[config.mk]
export PLATFORM = sky130hd
export DESIGN_NAME = cmd_parser_flat
export DESIGN_NICKNAME = d
export VERILOG_FILES = /design/src/rtl/cmd_parser_if.sv /design/src/rtl/cmd_parser.sv /design/src/flat_wrapper.sv
export SDC_FILE = /design/constraint.sdc
export NUM_CORES = 1
export LEC_CHECK = 0
export ABC_AREA = 1
export CORE_ASPECT_RATIO = 0.6
export CORE_MARGIN = 10
export CORE_UTILIZATION = 45
export CTS_CLUSTER_SIZE = 16
export DETAILED_ROUTE_END_ITERATION = 8
export PLACE_DENSITY = 0.69
export SYNTH_ARGS = -nofsm -noshare
export SYNTH_HDL_FRONTEND = slang
export SYNTH_SLANG_ARGS = --single-unit
[constraint.sdc]
create_clock -name clk -period 3.3 [get_ports clk]
set_clock_uncertainty 0.15 [all_clocks]
set_input_delay 0.33 -clock clk [delete_from_list [all_inputs] [get_ports clk]]
set_output_delay 0.33 -clock clk [all_outputs]
set_load 0.03 [all_outputs]
[src/rtl/cmd_parser_if.sv]
// Host byte stream, MREQ request and write-payload signals between the command parser and its neighbours.
// The parser drives through the master modport; the host/Wishbone master side uses slave.
interface cmd_parser_if;
   localparam int unsigned BYTE_W = 8;
   localparam int unsigned ADDR_W = 32;

   logic              rx_valid;
   logic [BYTE_W-1:0] rx_data;
   logic              rx_ready;
   logic              mreq_valid;
   logic              mreq_ready;
   logic              mreq_wr;
   logic [1:0]        mreq_wsize;
   logic              mreq_aincr;
   logic [BYTE_W-1:0] mreq_wcount;
   logic [ADDR_W-1:0] mreq_addr;
   logic              data_valid;
   logic [BYTE_W-1:0] data;
   logic              data_ready;
   logic              err;

   modport master (
      input  rx_valid, rx_data, mreq_ready, data_ready,
      output rx_ready, mreq_valid, mreq_wr, mreq_wsize, mreq_aincr,
             mreq_wcount, mreq_addr, data_valid, data, err
   );

   modport slave (
      output rx_valid, rx_data, mreq_ready, data_ready,
      input  rx_ready, mreq_valid, mreq_wr, mreq_wsize, mreq_aincr,
             mreq_wcount, mreq_addr, data_valid, data, err
   );
endinterface

[src/rtl/cmd_parser.sv]
// Host-command front end: parses a 6-byte header into one MREQ and forwards
// write payload bytes to the command master while that MREQ is in flight.
module cmd_parser #(
   parameter int unsigned TIMEOUT_CYCLES = 1000000
) (
   input  logic            clk,
   input  logic            rst,
   cmd_parser_if.master    bus
);
   localparam int unsigned IDLE_W = (TIMEOUT_CYCLES > 1) ? $clog2(TIMEOUT_CYCLES) : 1;
   localparam int unsigned PAY_W  = 11;
   localparam logic [3:0]  SYNC   = 4'hA;

   typedef enum logic [1:0] {ST_CTRL, ST_WCNT, ST_ADDR, ST_MREQ} state_t;

   state_t            state, state_nx;
   logic              err_nx;
   logic              wr_q, aincr_q;
   logic [1:0]        wsize_q;
   logic [7:0]        wcount_q;
   logic [31:0]       addr_q;
   logic [1:0]        byte_idx;
   logic [IDLE_W-1:0] idle_cnt;
   logic [PAY_W-1:0]  pay_left;
   logic [PAY_W-1:0]  wc_p1;
   logic [PAY_W-1:0]  pay_init;
   logic              mreq_valid_q;
   logic              err_q;
   logic              pay_active;
   logic              rx_ready_c;
   logic              sync_ok;
   logic              timeout_hit;
   logic              pay_xfer;

   assign sync_ok     = (bus.rx_data[3:0] == SYNC);
   assign pay_active  = (state == ST_MREQ) && (pay_left != '0);
   assign pay_xfer    = pay_active && bus.rx_valid && bus.data_ready;
   assign timeout_hit = (TIMEOUT_CYCLES != 0) &&
                        (idle_cnt == IDLE_W'(TIMEOUT_CYCLES - 1));

   // Payload length in bytes: (wcount + 1) words of 1/2/4 bytes; wsize 3 counts as bytes.
   always_comb begin
      wc_p1 = PAY_W'(wcount_q) + PAY_W'(1);
      case (wsize_q)
         2'd1:    pay_init = wc_p1 << 1;
         2'd2:    pay_init = wc_p1 << 2;
         default: pay_init = wc_p1;
      endcase
   end

   // Header bytes are always taken; during a write MREQ the master's ready gates the host.
   always_comb begin
      rx_ready_c = 1'b0;
      case (state)
         ST_CTRL, ST_WCNT, ST_ADDR: rx_ready_c = 1'b1;
         ST_MREQ:                   rx_ready_c = pay_active && bus.data_ready;
         default:                   rx_ready_c = 1'b0;
      endcase
   end

   assign bus.rx_ready    = rx_ready_c;
   assign bus.data_valid  = pay_active && bus.rx_valid;
   assign bus.data        = pay_active ? bus.rx_data : '0;
   assign bus.mreq_valid  = mreq_valid_q;
   assign bus.mreq_wr     = wr_q;
   assign bus.mreq_wsize  = wsize_q;
   assign bus.mreq_aincr  = aincr_q;
   assign bus.mreq_wcount = wcount_q;
   assign bus.mreq_addr   = addr_q;
   assign bus.err         = err_q;

   // Next-state logic
   always_comb begin
      state_nx = state;
      err_nx   = 1'b0;
      case (state)
         ST_CTRL: begin
            if (bus.rx_valid) begin
               if (sync_ok) state_nx = ST_WCNT;
               else         err_nx   = 1'b1;
            end
         end
         ST_WCNT: begin
            if (bus.rx_valid) begin
               state_nx = ST_ADDR;
            end else if (timeout_hit) begin
               state_nx = ST_CTRL;
               err_nx   = 1'b1;
            end
         end
         ST_ADDR: begin
            if (bus.rx_valid) begin
               if (byte_idx == 2'd3) state_nx = ST_MREQ;
            end else if (timeout_hit) begin
               state_nx = ST_CTRL;
               err_nx   = 1'b1;
            end
         end
         ST_MREQ: begin
            if (bus.mreq_ready) state_nx = ST_CTRL;
         end
         default: state_nx = ST_CTRL;
      endcase
   end

   always_ff @(posedge clk or posedge rst) begin
      if (rst) begin
         state        <= ST_CTRL;
         err_q        <= 1'b0;
         mreq_valid_q <= 1'b0;
      end else begin
         state        <= state_nx;
         err_q        <= err_nx;
         mreq_valid_q <= (state_nx == ST_MREQ);
      end
   end

   // Header field capture, payload countdown and inter-byte idle counter
   always_ff @(posedge clk or posedge rst) begin
      if (rst) begin
         wr_q     <= 1'b0;
         aincr_q  <= 1'b0;
         wsize_q  <= '0;
         wcount_q <= '0;
         addr_q   <= '0;
         byte_idx <= '0;
         pay_left <= '0;
         idle_cnt <= '0;
      end else begin
         case (state)
            ST_CTRL: begin
               if (bus.rx_valid && sync_ok) begin
                  wr_q    <= bus.rx_data[7];
                  aincr_q <= bus.rx_data[6];
                  wsize_q <= bus.rx_data[5:4];
               end
            end
            ST_WCNT: begin
               if (bus.rx_valid) begin
                  wcount_q <= bus.rx_data;
                  byte_idx <= '0;
               end
            end
            ST_ADDR: begin
               if (bus.rx_valid) begin
                  addr_q[{byte_idx, 3'b000} +: 8] <= bus.rx_data;
                  byte_idx <= byte_idx + 2'd1;
                  if (byte_idx == 2'd3) pay_left <= wr_q ? pay_init : '0;
               end
            end
            ST_MREQ: begin
               if (bus.mreq_ready)  pay_left <= '0;
               else if (pay_xfer)   pay_left <= pay_left - PAY_W'(1);
            end
            default: ;
         endcase

         if ((state == ST_WCNT || state == ST_ADDR) && !bus.rx_valid && state_nx == state)
            idle_cnt <= idle_cnt + IDLE_W'(1);
         else
            idle_cnt <= '0;
      end
   end
endmodule

[src/flat_wrapper.sv]
// flat-port wrapper written by rule: the top's interface ports become plain ports
module cmd_parser_flat 
#(
   parameter int unsigned TIMEOUT_CYCLES = 1000000
)
  (clk, rst, bus_rx_valid, bus_rx_data, bus_mreq_ready, bus_data_ready, bus_rx_ready, bus_mreq_valid, bus_mreq_wr, bus_mreq_wsize, bus_mreq_aincr, bus_mreq_wcount, bus_mreq_addr, bus_data_valid, bus_data, bus_err);
  cmd_parser_if bus_i ();
  input  logic clk;
  input  logic rst;
  input wire logic [$bits(bus_i.rx_valid)-1:0] bus_rx_valid;
  input wire logic [$bits(bus_i.rx_data)-1:0] bus_rx_data;
  input wire logic [$bits(bus_i.mreq_ready)-1:0] bus_mreq_ready;
  input wire logic [$bits(bus_i.data_ready)-1:0] bus_data_ready;
  output wire logic [$bits(bus_i.rx_ready)-1:0] bus_rx_ready;
  output wire logic [$bits(bus_i.mreq_valid)-1:0] bus_mreq_valid;
  output wire logic [$bits(bus_i.mreq_wr)-1:0] bus_mreq_wr;
  output wire logic [$bits(bus_i.mreq_wsize)-1:0] bus_mreq_wsize;
  output wire logic [$bits(bus_i.mreq_aincr)-1:0] bus_mreq_aincr;
  output wire logic [$bits(bus_i.mreq_wcount)-1:0] bus_mreq_wcount;
  output wire logic [$bits(bus_i.mreq_addr)-1:0] bus_mreq_addr;
  output wire logic [$bits(bus_i.data_valid)-1:0] bus_data_valid;
  output wire logic [$bits(bus_i.data)-1:0] bus_data;
  output wire logic [$bits(bus_i.err)-1:0] bus_err;
  assign bus_i.rx_valid = bus_rx_valid;
  assign bus_i.rx_data = bus_rx_data;
  assign bus_i.mreq_ready = bus_mreq_ready;
  assign bus_i.data_ready = bus_data_ready;
  assign bus_rx_ready = bus_i.rx_ready;
  assign bus_mreq_valid = bus_i.mreq_valid;
  assign bus_mreq_wr = bus_i.mreq_wr;
  assign bus_mreq_wsize = bus_i.mreq_wsize;
  assign bus_mreq_aincr = bus_i.mreq_aincr;
  assign bus_mreq_wcount = bus_i.mreq_wcount;
  assign bus_mreq_addr = bus_i.mreq_addr;
  assign bus_data_valid = bus_i.data_valid;
  assign bus_data = bus_i.data;
  assign bus_err = bus_i.err;
  cmd_parser #(.TIMEOUT_CYCLES(TIMEOUT_CYCLES)) u_core (.clk(clk), .rst(rst), .bus(bus_i));
endmodule
# Word-level counts from Yosys, hierarchy flattened
# Cells that the tools add are included.
[word_totals]
inputBits = 13
romBits = 0
mem_count = 0
latch_bits = 0
register_bits = 81
wordCells = 79
out_inout_bits = 56
ramBits = 0
[op_classes]
mux = 27
reduce_logical = 20
n_lt_le_gt_ge = 0
bitwise_logic = 0
div_mod_pow = 0
n_eq_ne = 14
n_addsub = 5
shift = 2
multipliers = 0
[op_table]
columns = ["cell", "count"]
rows = [
  ["$mux W11", 5],
  ["$pmux W11 S2", 2],
  ["$bwmux W32", 1],
  ["$shift A8 B7 Y32 const A", 1],
  ["$shiftx A8 B7 Y32", 1],
  ["$add A20 B1 Y20 const B", 1],
  ["$eq A20 B20 Y1 const B", 1],
  ["$mux W20", 1],
  ["$mux W2", 9],
  ["$reduce_bool A11 Y1", 1],
  ["$sub A11 B1 Y11 const B", 1],
  ["$eq A2 B2 Y1 const B", 5],
  ["$add A8 B1 Y9 const B", 1],
  ["$mux W8", 1],
  ["$pmux W2 S4", 1],
  ["$logic_and A1 B1 Y1", 7],
  ["$neg A5 Y7", 1],
  ["$reduce_and A2 Y1", 3],
  ["$eq A2 B1 Y1 const B", 2],
  ["$eq A4 B4 Y1 const B", 1],
  ["$mux W1", 4],
  ["$ne A2 B2 Y1 const B", 2],
  ["$pmux W1 S2", 2],
  ["$pmux W2 S2", 1],
  ["12 further kinds", 13],
]

# Logic depth before layout (Yosys ltp)
# Gate-level depths: netlist of the first run.
[depth]
ltp_word = 7
depth_mapped = 15
depth_no_buf = 14

# Least setup slack after synthesis of the first run
# No wires, ideal clock.
[synth_timing]
path_type = "register -> register"
from = "reg u_core.pay_left[0]"
to = "reg u_core.pay_left[9]"
arrival_time_ps = 1858
synth_period_minus_slack_ps = 2136
path_stages_with_launch = 14
required_ps = 3023
setup_ps = 127
setup_slack_ps = 1164
n_path_buf = 1
cell_sequence = "dfrtp_1 > inv_1 > ha_1 > nand2_1 > nor2_2 > nand3b_2 > nand2_2 > nor2_2 > nand2_1 > nand2_1 > nand2_4 > inv_2 > buf_6 > a31oi_1"
[synth_between]
elab_chain_len = 6
elab_cells_between_ends = 10
cone_classes = "add/sub (1); eq/ne (1); mux (3); reduce/logical (5)"
[synth_lines]
columns = ["element", "line", "rtl"]
rows = [
  ["start: declaration", "cmd_parser.sv:24", "logic [PAY_W-1:0] pay_left;"],
  ["start signal: assignment", "cmd_parser.sv:148", "if (byte_idx == 2'd3) pay_left <= wr_q ? pay_init : '0;"],
  ["start signal: assignment", "cmd_parser.sv:153", "else if (pay_xfer) pay_left <= pay_left - PAY_W'(1);"],
  ["$reduce_bool A11 Y1", "cmd_parser.sv:36", "assign pay_active = (state == ST_MREQ) && (pay_left != '0);"],
  ["$logic_and A1 B1 Y1", "cmd_parser.sv:36", ""],
  ["$logic_and A1 B1 Y1", "-", ""],
  ["net bus_data_valid", "flat_wrapper.sv:21", "output wire logic [$bits(bus_i.data_valid)-1:0] bus_data_valid;"],
  ["$logic_and A1 B1 Y1", "cmd_parser.sv:37", "assign pay_xfer = pay_active && bus.rx_valid && bus.data_ready;"],
  ["$ne A3 B2 Y1 (no line)", "-", ""],
  ["$reduce_and A4 Y1 (no line)", "-", ""],
]
# The timed path passes the listed nets, and every way through them passes these cells. The select of a mux whose other input is x is not followed.
# A chain may end at the register's enable or synchronous reset.

# Final worst setup path of the first run
[layout_timing]
from = "reg u_core.pay_left[0]"
to = "out bus_data[3]"
[layout_between]
elab_chain_len = 3
[layout_lines]
columns = ["element", "line", "rtl"]
rows = [
  ["$reduce_bool A11 Y1", "cmd_parser.sv:36", ""],
  ["$logic_and A1 B1 Y1", "cmd_parser.sv:36", ""],
  ["$mux W8", "cmd_parser.sv:63", "assign bus.data = pay_active ? bus.rx_data : '0;"],
  ["end: declaration", "flat_wrapper.sv:22", "output wire logic [$bits(bus_i.data)-1:0] bus_data;"],
]
# No other way between the ends.

==> results of run 1 <==
sequential cells by signal, summed over array words and instances, names as in the netlist:
| register | flops |
|---|---|
| u_core.bus.err | 1 |
| u_core.idle_cnt | 20 |
| u_core.state | 2 |
| u_core.bus.mreq_aincr | 1 |
| u_core.byte_idx | 2 |
| u_core.bus.mreq_valid | 1 |
| u_core.bus.mreq_wcount | 8 |
| u_core.pay_left | 11 |
| u_core.bus.mreq_addr | 32 |
| u_core.bus.mreq_wr | 1 |
| u_core.bus.mreq_wsize | 2 |
worst min-delay path by stage:
stage / from / cells past startpoint / to / slack, ns
2_1_floorplan: u_core.idle_cnt[0] / 1 / u_core.idle_cnt[0] / 0.29
3_3_place_gp: u_core.idle_cnt[0] / 1 / u_core.idle_cnt[0] / 0.31
3_5_place_dp: u_core.idle_cnt[0] / 1 / u_core.idle_cnt[0] / 0.31
4_1_cts: rst / 3 / u_core.idle_cnt[3] / 0.27
5_1_grt: rst / 3 / u_core.bus.mreq_valid / 0.31
6_report: rst / 3 / u_core.idle_cnt[12] / 0.26
cells by family after synthesis:
group,Yosys count
and+or+nand+nor,240
AOI/OAI and AO/OA,104
DFF,81
buffers and inverters,73
xor gates and xnor gates,23
adders and majority gates,15
cell usage after synthesis:
master       n  area (um^2)
nand2_2      2        12.51
nor3_2       1        10.01
nand2_4      1        11.26
nand4_1     23        143.9
buf_1        1        3.750
nand3_1     15        75.07
dfrtp_1     81         2027
o2111ai_1    1        8.760
nor2_1      44        165.2
xnor2_1     11        96.34
xor2_1      12        105.1
o41ai_1      1        8.760
or2_1        1        6.260
nor4_4       1        21.27
a22oi_1      1        7.510
nor2_2      22        137.6
o221ai_1     1        8.760
a21oi_1      8        40.04
inv_2        6        22.52
nand3b_2     1        11.26
nor4_1       1        6.260
o22ai_1      6        37.54
clkbuf_1     6        22.52
a31oi_1      1        6.260
nand2_1    116        435.4
o21ai_1      6        30.03
inv_1       56        210.2
o21a_1       1        7.510
o21ai_0     74        370.4
buf_2        1        5.000
nand3_2      1        10.01
nand3b_1     1        7.510
nor3_1      10        50.05
ha_1        15        187.7
a22o_1       1        8.760
o311ai_0     1        8.760
o32ai_1      2        17.52
buf_6        3        33.78
power by group through the flow:
stage                     Clock [mW]  Combinational [mW]  Sequential (mW)
after floorplan                    0                1.21             1.97
after global placement             0                2.43             1.59
after detailed placement           0                2.47             1.60
after CTS                       1.02                2.48             1.59
after global routing            1.06                2.75             1.64
final                           1.00                2.49             1.59
routing by layer:
metal / GRT usage / up-vias / part of all wire
met5: 0 / - / 0
met4: 0.03941 / 0 / 0.0088
met3: 0.04687 / 15 / 0.077
met2: 0.2549 / 131 / 0.43
met1: 0.2429 / 1894 / 0.49
li1: - / 1921 / -
area by class of cell:
cell class | count | area, um^2
clock buffers | 10 | 229.0
clock inverters | 6 | 66.31
fillers | 835 | 3836
inverters | 62 | 234.0
multi-input cells | 382 | 2053
flip-flops and latches | 81 | 2027
well taps | 130 | 162.7
repair buffers | 71 | 715.7
worst max-delay path, delay by kind of cell (launching register included):
kind	cells	cell delay, ns
simple gates	5	0.76
buf+inv	2	0.69
fa+ha+maj	1	0.19
flops	1	0.40
==> flow_metrics.env, run 1 <==
export IMPL_reg2reg_slack_ns=0.73
export IMPL_peakVddDrop_mv=0.4839
export IMPL_synth_compound_area_share=0.1280
export IMPL_wl_per_cell_um=16.12
export IMPL_die_h_um=96.40
export IMPL_drtIter0Drc=414
export IMPL_slew_headroom=0.5982
export IMPL_critPathKind="flip-flop to output port"
export IMPL_seq_power_share=0.313
export IMPL_cts_made_buffers=9
export IMPL_core_mm2=0.009324
export IMPL_yosys_warnings=0
export IMPL_gp_congestion=0.8575
export IMPL_grt_ovfl_total=0
export IMPL_ant_nets=0
export IMPL_port_buffers=68
export IMPL_comb_power_share=0.490
export IMPL_dp_hpwl_um=8955
export IMPL_slowest_stage="clkdlybuf4s50_1"
export IMPL_fin_ws_ns=0.4387
export IMPL_die_w_um=147.3
export IMPL_max_cap_violations=0
export IMPL_post_place_ws_ns=0.5837
export IMPL_fin_crit_ns=2.861
export IMPL_ys_seq_area_frac=0.4630
export IMPL_dpl_instance_area_mm2=0.005192
export IMPL_p_int_mw=2.751
export IMPL_ys_ff_latch=81
export IMPL_cp_cell_sequence="inv_1, ha_1, nand2_1, nor2_2, nand3b_2, nand2_2, nor2_1, clkdlybuf4s50_1"
export IMPL_hold_ws_ns=0.2611
export IMPL_finalPower_mw=5.081
export IMPL_rr_endpoint="u_core.idle_cnt[9]"
export IMPL_clk_pin_slew_ns=0.06
export IMPL_grt_max_degree=82
export IMPL_synth_cell_type_count=38
export IMPL_clk_latency_ns=0.34
export IMPL_final_common_cell="nand2_1"
export IMPL_grtUsageTotal=0.1710
export IMPL_final_util=0.5886
export IMPL_viasPerCell=5.338
export IMPL_fin_crit_sh=0.8671
export IMPL_die_area_mm2=0.01420
export IMPL_numPlacedInstances=726
export IMPL_cp_start_kind="flip-flop"
export IMPL_dr_pass1_iters=5
export IMPL_routed_wl_um=11960
export IMPL_antennaDiodeCount=0
export IMPL_yosys_area_share_simple=0.2521
export IMPL_nNetsFinal=635
export IMPL_min_path_type="input port to async pin"
export IMPL_grt_setup_unrepaired="false"
export IMPL_num_vias=3961
export IMPL_postCtsSetupRepairBufs=0
export IMPL_grt_pass1_vias=3802
export IMPL_cp_endpoint="bus_data[3]"
export IMPL_switchingPower_mw=2.330
export IMPL_root_buffer="clkbuf_16"
export IMPL_final_cell_mix="116 x nand2_1, 81 x dfrtp_1, 74 x o21ai_0"
export IMPL_max_stage_delay_ns=0.61
export IMPL_synthMuxAreaShare=0
export IMPL_avgSynthCellArea_um2=8.168
export IMPL_r2r_start="u_core.state[1]"
export IMPL_final_hold_viol_count=0
export IMPL_slew_viol_final=0
export IMPL_reg2reg_depth=13
export IMPL_start_util=0.4695
export IMPL_clkSinkCount=81
export IMPL_cp_max_fo=9
export IMPL_pin_count=69
export IMPL_syn_to_final_growth_pct=25.35
export IMPL_instances_no_fill=742
export IMPL_clock_fmax_ghz=0.3495
export IMPL_ctsHoldBuffers=0
export IMPL_clkPwrFrac=0.197
export IMPL_synth_xor_area_frac=0.04601
export IMPL_status="finished clean"
export IMPL_drive_gt1_frac=0.08824
export IMPL_antenna_found_initial=0
export IMPL_end_kind="output port"
export IMPL_clk_path_buf_depth=2
export IMPL_num_rows=27
export IMPL_syn_instance_count=536
export IMPL_drc=0
export IMPL_synth_top_family_by_area="simple AND/OR/NAND/NOR gates"
export IMPL_cts_htree_levels=3
export IMPL_tightest_slew_ns=0.6005
export IMPL_cts_resized=0
export IMPL_cts_tree="built"
export IMPL_startpoint="u_core.pay_left[0]"
export IMPL_leakage_nw=2.445
export IMPL_power_density_mw_per_mm2=925.8
export IMPL_worstPathRequired_ns=2.82
export IMPL_syn_area_mm2=0.004378
export IMPL_netSwitchingFraction=0.4586
export IMPL_synthAdderAreaFrac=0.04287
export IMPL_fin_setup_tns_ns=0
export IMPL_setup_viol=0
export IMPL_critPathArrivalTime_ns=2.38
export IMPL_synth_fp_nets=564
export IMPL_grt_pass1_wl_um=19690
export IMPL_postLayoutCellArea_mm2=0.005488
(Power assumes the default switching activity.)
==> run 2, diff against run 1 <==
- ABC_AREA: 1 -> 0
==> run 2 against run 1 <==
Compared with the run above: routed wire length shrank 2.5%; worst setup slack got worse by 0.18 ns; via count fell by 7.2%; largest cell class unchanged; critical path type unchanged; core utilization is 1.2 points higher; synthesized cell count shrank 23%; largest power group unchanged.
==> flow_metrics.env, run 2 <==
export IMPL_syn_area_mm2=0.004252
export IMPL_synth_top_area_share=0.4768
export IMPL_synth_cell_type_count=52
export IMPL_avgSynthCellArea_um2=10.32
export IMPL_clk_path_buf_depth=2
export IMPL_finalPower_mw=5.164
export IMPL_synth_fp_nets=440
export IMPL_cts_tree="built"
export IMPL_instances_no_fill=626
export IMPL_dr_pass1_iters=5
export IMPL_num_rows=27
export IMPL_peakVddDrop_mv=0.3873
export IMPL_synthTopCellsByArea="dfrtp_1 48%, a22o_1 6.8%, ha_1 4.4%"
export IMPL_antenna_found_initial=0
export IMPL_drtIter0Drc=394
export IMPL_drc=0
export IMPL_ys_seq_area_frac=0.4768
export IMPL_start_util=0.4627
export IMPL_fin_crit_sh=0.9219
export IMPL_seq_power_share=0.296
export IMPL_nNetsFinal=520
export IMPL_largest_register_ffs=32
export IMPL_slew_viol_final=0
export IMPL_clkPwrFrac=0.208
export IMPL_critPathArrivalTime_ns=2.56
export IMPL_grt_pass1_wl_um=19280
export IMPL_setup_viol=0
export IMPL_wl_per_cell_um=18.62
export IMPL_final_common_cell="dfrtp_1"
export IMPL_viasPerCell=5.874
export IMPL_synth_edf_count=0
export IMPL_cp_max_fo=14
export IMPL_regArea_mm2=0.002027
export IMPL_die_h_um=95.29
export IMPL_cp_start_kind="flip-flop"
export IMPL_critPathKind="flip-flop to output port"
export IMPL_max_stage_delay_ns=0.62
export IMPL_root_buffer="clkbuf_16"
export IMPL_end_kind="output port"
export IMPL_die_area_mm2=0.01386
export IMPL_grt_pass1_vias=3547
export IMPL_clock_fmax_ghz=0.3287
export IMPL_multi_input_comb_area_mm2=0.002102
export IMPL_gp_congestion=0.8711
export IMPL_cp_cell_sequence="or4_1, or4b_4, and3_1, dlygate4sd2_1"
export IMPL_fin_setup_tns_ns=0
export IMPL_numPlacedInstances=609
export IMPL_clk_pin_slew_ns=0.06
export IMPL_cts_made_buffers=9
export IMPL_ctsHoldBuffers=0
export IMPL_clkSinkCount=81
export IMPL_p_int_mw=2.970
export IMPL_die_w_um=145.5
export IMPL_ys_ff_latch=81
export IMPL_synth_async_reset_ratio=1.000
export IMPL_status="finished clean"
export IMPL_max_cap_violations=0
export IMPL_synthTopCellsByCount="81 x dfrtp_1, 33 x a22o_1, 29 x nor3_1, 28 x nand2_1, 27 x nor2_1"
export IMPL_routed_wl_um=11660
export IMPL_synth_top_cell_by_area="dfrtp_1"
export IMPL_min_path_type="input port to async pin"
export IMPL_fillers=753
export IMPL_core_mm2=0.009189
export IMPL_power_density_mw_per_mm2=936.0
export IMPL_synth_top_flop_cell="dfrtp_1"
export IMPL_slew_headroom=0.4692
export IMPL_worstPathRequired_ns=2.82
export IMPL_final_hold_viol_count=0
export IMPL_synth_most_common_cell="dfrtp_1"
export IMPL_comb_power_share=0.497
export IMPL_ant_nets=0
export IMPL_yosys_warnings=0
export IMPL_leakage_nw=2.477
export IMPL_fin_crit_ns=3.042
export IMPL_dp_hpwl_um=8304
export IMPL_grt_max_degree=82
export IMPL_final_cell_mix="81 x dfrtp_1, 58 x clkdlybuf4s50_1, 33 x a22o_1"
export IMPL_num_vias=3677
export IMPL_netSwitchingFraction=0.4249
export IMPL_grt_ovfl_total=0
export IMPL_fin_ws_ns=0.2578
export IMPL_grtUsageTotal=0.1720
export IMPL_port_buffers=68
export IMPL_switchingPower_mw=2.194
export IMPL_clk_latency_ns=0.34
export IMPL_grt_setup_unrepaired="false"
export IMPL_syn_instance_count=412
export IMPL_antennaDiodeCount=0
export IMPL_drive_gt1_frac=0.1210
export IMPL_pin_count=69
export IMPL_hold_ws_ns=0.2205
export IMPL_syn_to_final_growth_pct=29.78
export IMPL_slowest_stage="or4b_4"
export IMPL_reg2reg_depth=6
export IMPL_tightest_slew_ns=0.7962
export IMPL_cts_htree_levels=3
export IMPL_post_place_ws_ns=0.1073
run 2: cell count changes after synthesis, sizes merged, moves of 13 or more:
cell / change
a22o: +32
nor3: +18
o21ai: -61
nand2: -91
inv: -42
mux2: +13
nor2: -39
nand4: -17
run 2: worst max-delay path: cells and delay by family (launching register included):
kind / cells / cell delay, ns
buffers and inverters: 1 / 0.36
DFF: 1 / 0.43
and+or+nand+nor: 3 / 1.44
run 2: final cells by class:
class | instances | area share
sequential | 81 | 0.3673
inverter | 20 | 0.01383
multi-input combinational | 296 | 0.3810
clock inverter | 6 | 0.01701
clock buffer | 9 | 0.04082
tap | 130 | 0.02948
timing repair buffer | 84 | 0.1506
run 2: worst paths after layout:
check                                         from  slack, ns                  endpoint
worst max-delay path            u_core.pay_left[5]       0.26               bus_data[0]
worst min-delay path                           rst       0.22  u_core.bus.mreq_addr[15]
worst max register to register     u_core.state[1]       0.52        u_core.pay_left[6]
worst min register to register  u_core.idle_cnt[0]       0.34        u_core.idle_cnt[0]
max in group asynchronous                      rst       2.41        u_core.pay_left[3]
min in group clk                u_core.idle_cnt[0]       0.34        u_core.idle_cnt[0]
run 2: per-stage QoR:
step           area [um^2]  utilization
4_1_cts               5483       0.5967
2_1_floorplan         4252            -
6_report              5518       0.6005
3_3_place_gp          5154       0.5609
3_5_place_dp          5154       0.5609
5_1_grt               5518       0.6005
run 2: cell families (layout without fill, tap and decap cells):
family / count (synthesis) / count (layout) / share of synthesized area
compound gates: 96 / 96 / 0.1736
xor+xnor: 22 / 22 / 0.04532
fa+ha+maj: 15 / 15 / 0.04414
buf+inv: 35 / 119 / 0.03443
flops: 81 / 81 / 0.4768
mux: 13 / 13 / 0.03443
simple gates: 150 / 150 / 0.1913
run 2: power groups by stage:
stage	combinational, mW	sequential (mW)	clock, mW
6_report	2.57	1.53	1.07
5_1_grt	2.77	1.57	1.14
4_1_cts	2.49	1.52	1.09
3_5_place_dp	2.43	1.53	0
3_3_place_gp	2.40	1.52	0
2_1_floorplan	1.24	1.87	0
run 2: routing by layer:
metal	global-route usage	vias up	part of all wire
li1	-	1694	-
met1	0.2376	1848	0.49
met2	0.2667	123	0.45
met3	0.04208	12	0.060
met4	0.04439	0	0.0091
met5	0	-	0
run 2: timing repair:
item | CTS | global route
buffers inserted | 0 | 2
cloned | 0 | 0
endpoints found under the setup margin | 10 | 8
resized for setup | 4 | 8
pin swaps | 0 | 0
==> run 3, diff against run 2 <==
- clock period: 3.3 -> 3.2 ns (I/O delays scaled with it)
==> run 3 against run 2 <==
Compared with the run above: first-iteration DRC count decreased by 25%; register-to-register slack better by 0.02 ns; critical endpoint unchanged; combinational power is essentially flat; cell count rose by 0.16%; worst hold slack got worse by 0.0090 ns; sequential share of layout area is 0.37 points higher; cell area is 1.0% lower; routed wire length grew 0.38%; highest routed layer unchanged; critical path type unchanged; worst setup slack got worse by 0.087 ns; via count fell by 3.0%; largest power group unchanged.
==> flow_metrics.env, run 3 (synthesis results as in run 2) <==
export IMPL_status="finished clean"
export IMPL_crit_buf_inv=3
export IMPL_cp_max_fo=16
export IMPL_cts_resized=10
export IMPL_start_util=0.4627
export IMPL_drive_gt1_frac=0.1187
export IMPL_critPathKind="flip-flop to output port"
export IMPL_grt_max_degree=50
export IMPL_cts_tree="built"
export IMPL_multi_input_comb_area_mm2=0.002098
export IMPL_final_cell_mix="81 x dfrtp_1, 58 x clkdlybuf4s50_1, 33 x a22o_1"
export IMPL_syn_to_final_growth_pct=28.49
export IMPL_finalPower_mw=5.177
export IMPL_cts_made_buffers=9
export IMPL_numPlacedInstances=611
export IMPL_port_buffers=68
export IMPL_fillers=794
export IMPL_die_h_um=95.29
export IMPL_grt_ovfl_total=0
export IMPL_drc=0
export IMPL_final_hold_viol_count=0
export IMPL_clk_pin_slew_ns=0.06
export IMPL_worstPathRequired_ns=2.73
export IMPL_r2r_start="u_core.state[1]"
export IMPL_clk_path_buf_depth=2
export IMPL_comb_power_share=0.497
export IMPL_cp_start_kind="flip-flop"
export IMPL_post_place_ws_ns=0.2578
export IMPL_viasPerCell=5.687
export IMPL_tightest_slew_ns=0.7691
export IMPL_cp_cell_sequence="inv_1, ha_1, nor4b_4, or4b_1, buf_4, and3_1, dlygate4sd2_1"
export IMPL_num_rows=27
export IMPL_core_mm2=0.009189
export IMPL_max_cap_violations=0
export IMPL_antenna_found_initial=0
export IMPL_grtUsageTotal=0.1713
export IMPL_dr_pass1_iters=5
export IMPL_grt_pass1_vias=3492
export IMPL_clock_fmax_ghz=0.3302
export IMPL_dp_hpwl_um=8519
export IMPL_reg2reg_slack_ns=0.54
export IMPL_setup_viol=0
export IMPL_seq_power_share=0.305
export IMPL_fin_crit_sh=0.9465
export IMPL_slew_headroom=0.4872
export IMPL_ant_nets=0
export IMPL_slowest_stage="or4b_1"
export IMPL_final_common_cell="dfrtp_1"
export IMPL_num_vias=3566
export IMPL_largest_register_ffs=32
export IMPL_cts_htree_levels=3
export IMPL_postCtsSetupRepairBufs=0
export IMPL_end_kind="output port"
export IMPL_die_w_um=145.5
export IMPL_leakage_nw=2.368
export IMPL_reg2reg_depth=6
export IMPL_gp_congestion=0.8964
export IMPL_max_stage_delay_ns=0.46
export IMPL_critPathArrivalTime_ns=2.56
export IMPL_grt_pass1_wl_um=19160
export IMPL_path_delay_family="simple AND/OR/NAND/NOR gates"
export IMPL_power_density_mw_per_mm2=947.8
export IMPL_ctsHoldBuffers=0
export IMPL_wl_per_cell_um=18.66
export IMPL_instances_no_fill=627
export IMPL_clkSinkCount=81
export IMPL_antennaDiodeCount=0
export IMPL_routed_wl_um=11700
export IMPL_fin_ws_ns=0.1711
export IMPL_fin_crit_ns=3.029
export IMPL_root_buffer="clkbuf_16"
export IMPL_nNetsFinal=520
export IMPL_netSwitchingFraction=0.4328
export IMPL_slew_viol_final=0
export IMPL_regArea_mm2=0.002027
export IMPL_min_path_type="input port to async pin"
export IMPL_switchingPower_mw=2.241
export IMPL_clkPwrFrac=0.198
export IMPL_clk_latency_ns=0.34
export IMPL_p_int_mw=2.937
export IMPL_pin_count=69
export IMPL_peakVddDrop_mv=0.4411
export IMPL_die_area_mm2=0.01386
export IMPL_drtIter0Drc=294
export IMPL_rr_endpoint="u_core.pay_left[6]"
==> run 3: power by group through the flow <==
stage	combinational (mW)	sequential [mW]	clock, mW
3_5_place_dp	2.55	1.59	0
4_1_cts	2.56	1.57	1.04
2_1_floorplan	1.27	1.93	0
5_1_grt	2.79	1.63	1.10
3_3_place_gp	2.51	1.57	0
6_report	2.57	1.58	1.02
==> run 3: worst reg2reg max path, stage by stage (launching register included) <==
cell and delay (ns):
dfrtp_1 0.44, ha_1 0.48, mux2_2 0.25, o221ai_1 0.34, nor2_1 0.33, nand3_1 0.19, o311ai_0 0.36
==> run 3: per-layer routing <==
metal / share of wire / up-vias / track usage / wire length [um]
met3: 0.065 / 7 / 0.04350 / 757
met2: 0.45 / 120 / 0.2660 / 5280
met4: 0.0052 / 0 / 0.03099 / 61
met5: 0 / - / 0 / 0
li1: - / 1691 / - / -
met1: 0.48 / 1748 / 0.2399 / 5600
==> run 3: per-stage QoR <==
stage                     setup TNS [ns]  area [um^2]    util  hold WS (ns)
after detailed placement               0         5169  0.5625        0.3411
final                                  0         5463  0.5945        0.2115
after CTS                              0         5454  0.5935        0.2256
after global placement                 0         5169  0.5625        0.3289
after global routing            -0.07087         5463  0.5945        0.2311
after floorplan                        0         4252       -        0.3027
==> run 3: worst max-delay path by stage <==
stage | startpoint | endpoint | slack [ns] | depth (start not counted)
finish | u_core.pay_left[0] | bus_data[0] | 0.17 | 7
floorplan | rst | u_core.bus.err | 0.65 | 1
detailed placement | u_core.pay_left[0] | bus_data[4] | 0.26 | 7
global placement | u_core.pay_left[5] | bus_data[7] | 0.32 | 5
CTS | u_core.pay_left[0] | bus_data[7] | 0.13 | 7
global route | u_core.pay_left[0] | bus_data[3] | -0.02 | 7
==> run 3: area by class of cell <==
cell class                      instances  share of cell area
Sequential cell                        81              0.3710
Multi-Input combinational cell        296              0.3841
Tap cell                              130             0.02978
Inverter                               20             0.01397
Clock buffer                           10             0.04191
Clock inverter                          6             0.01260
Timing Repair Buffer                   84              0.1466
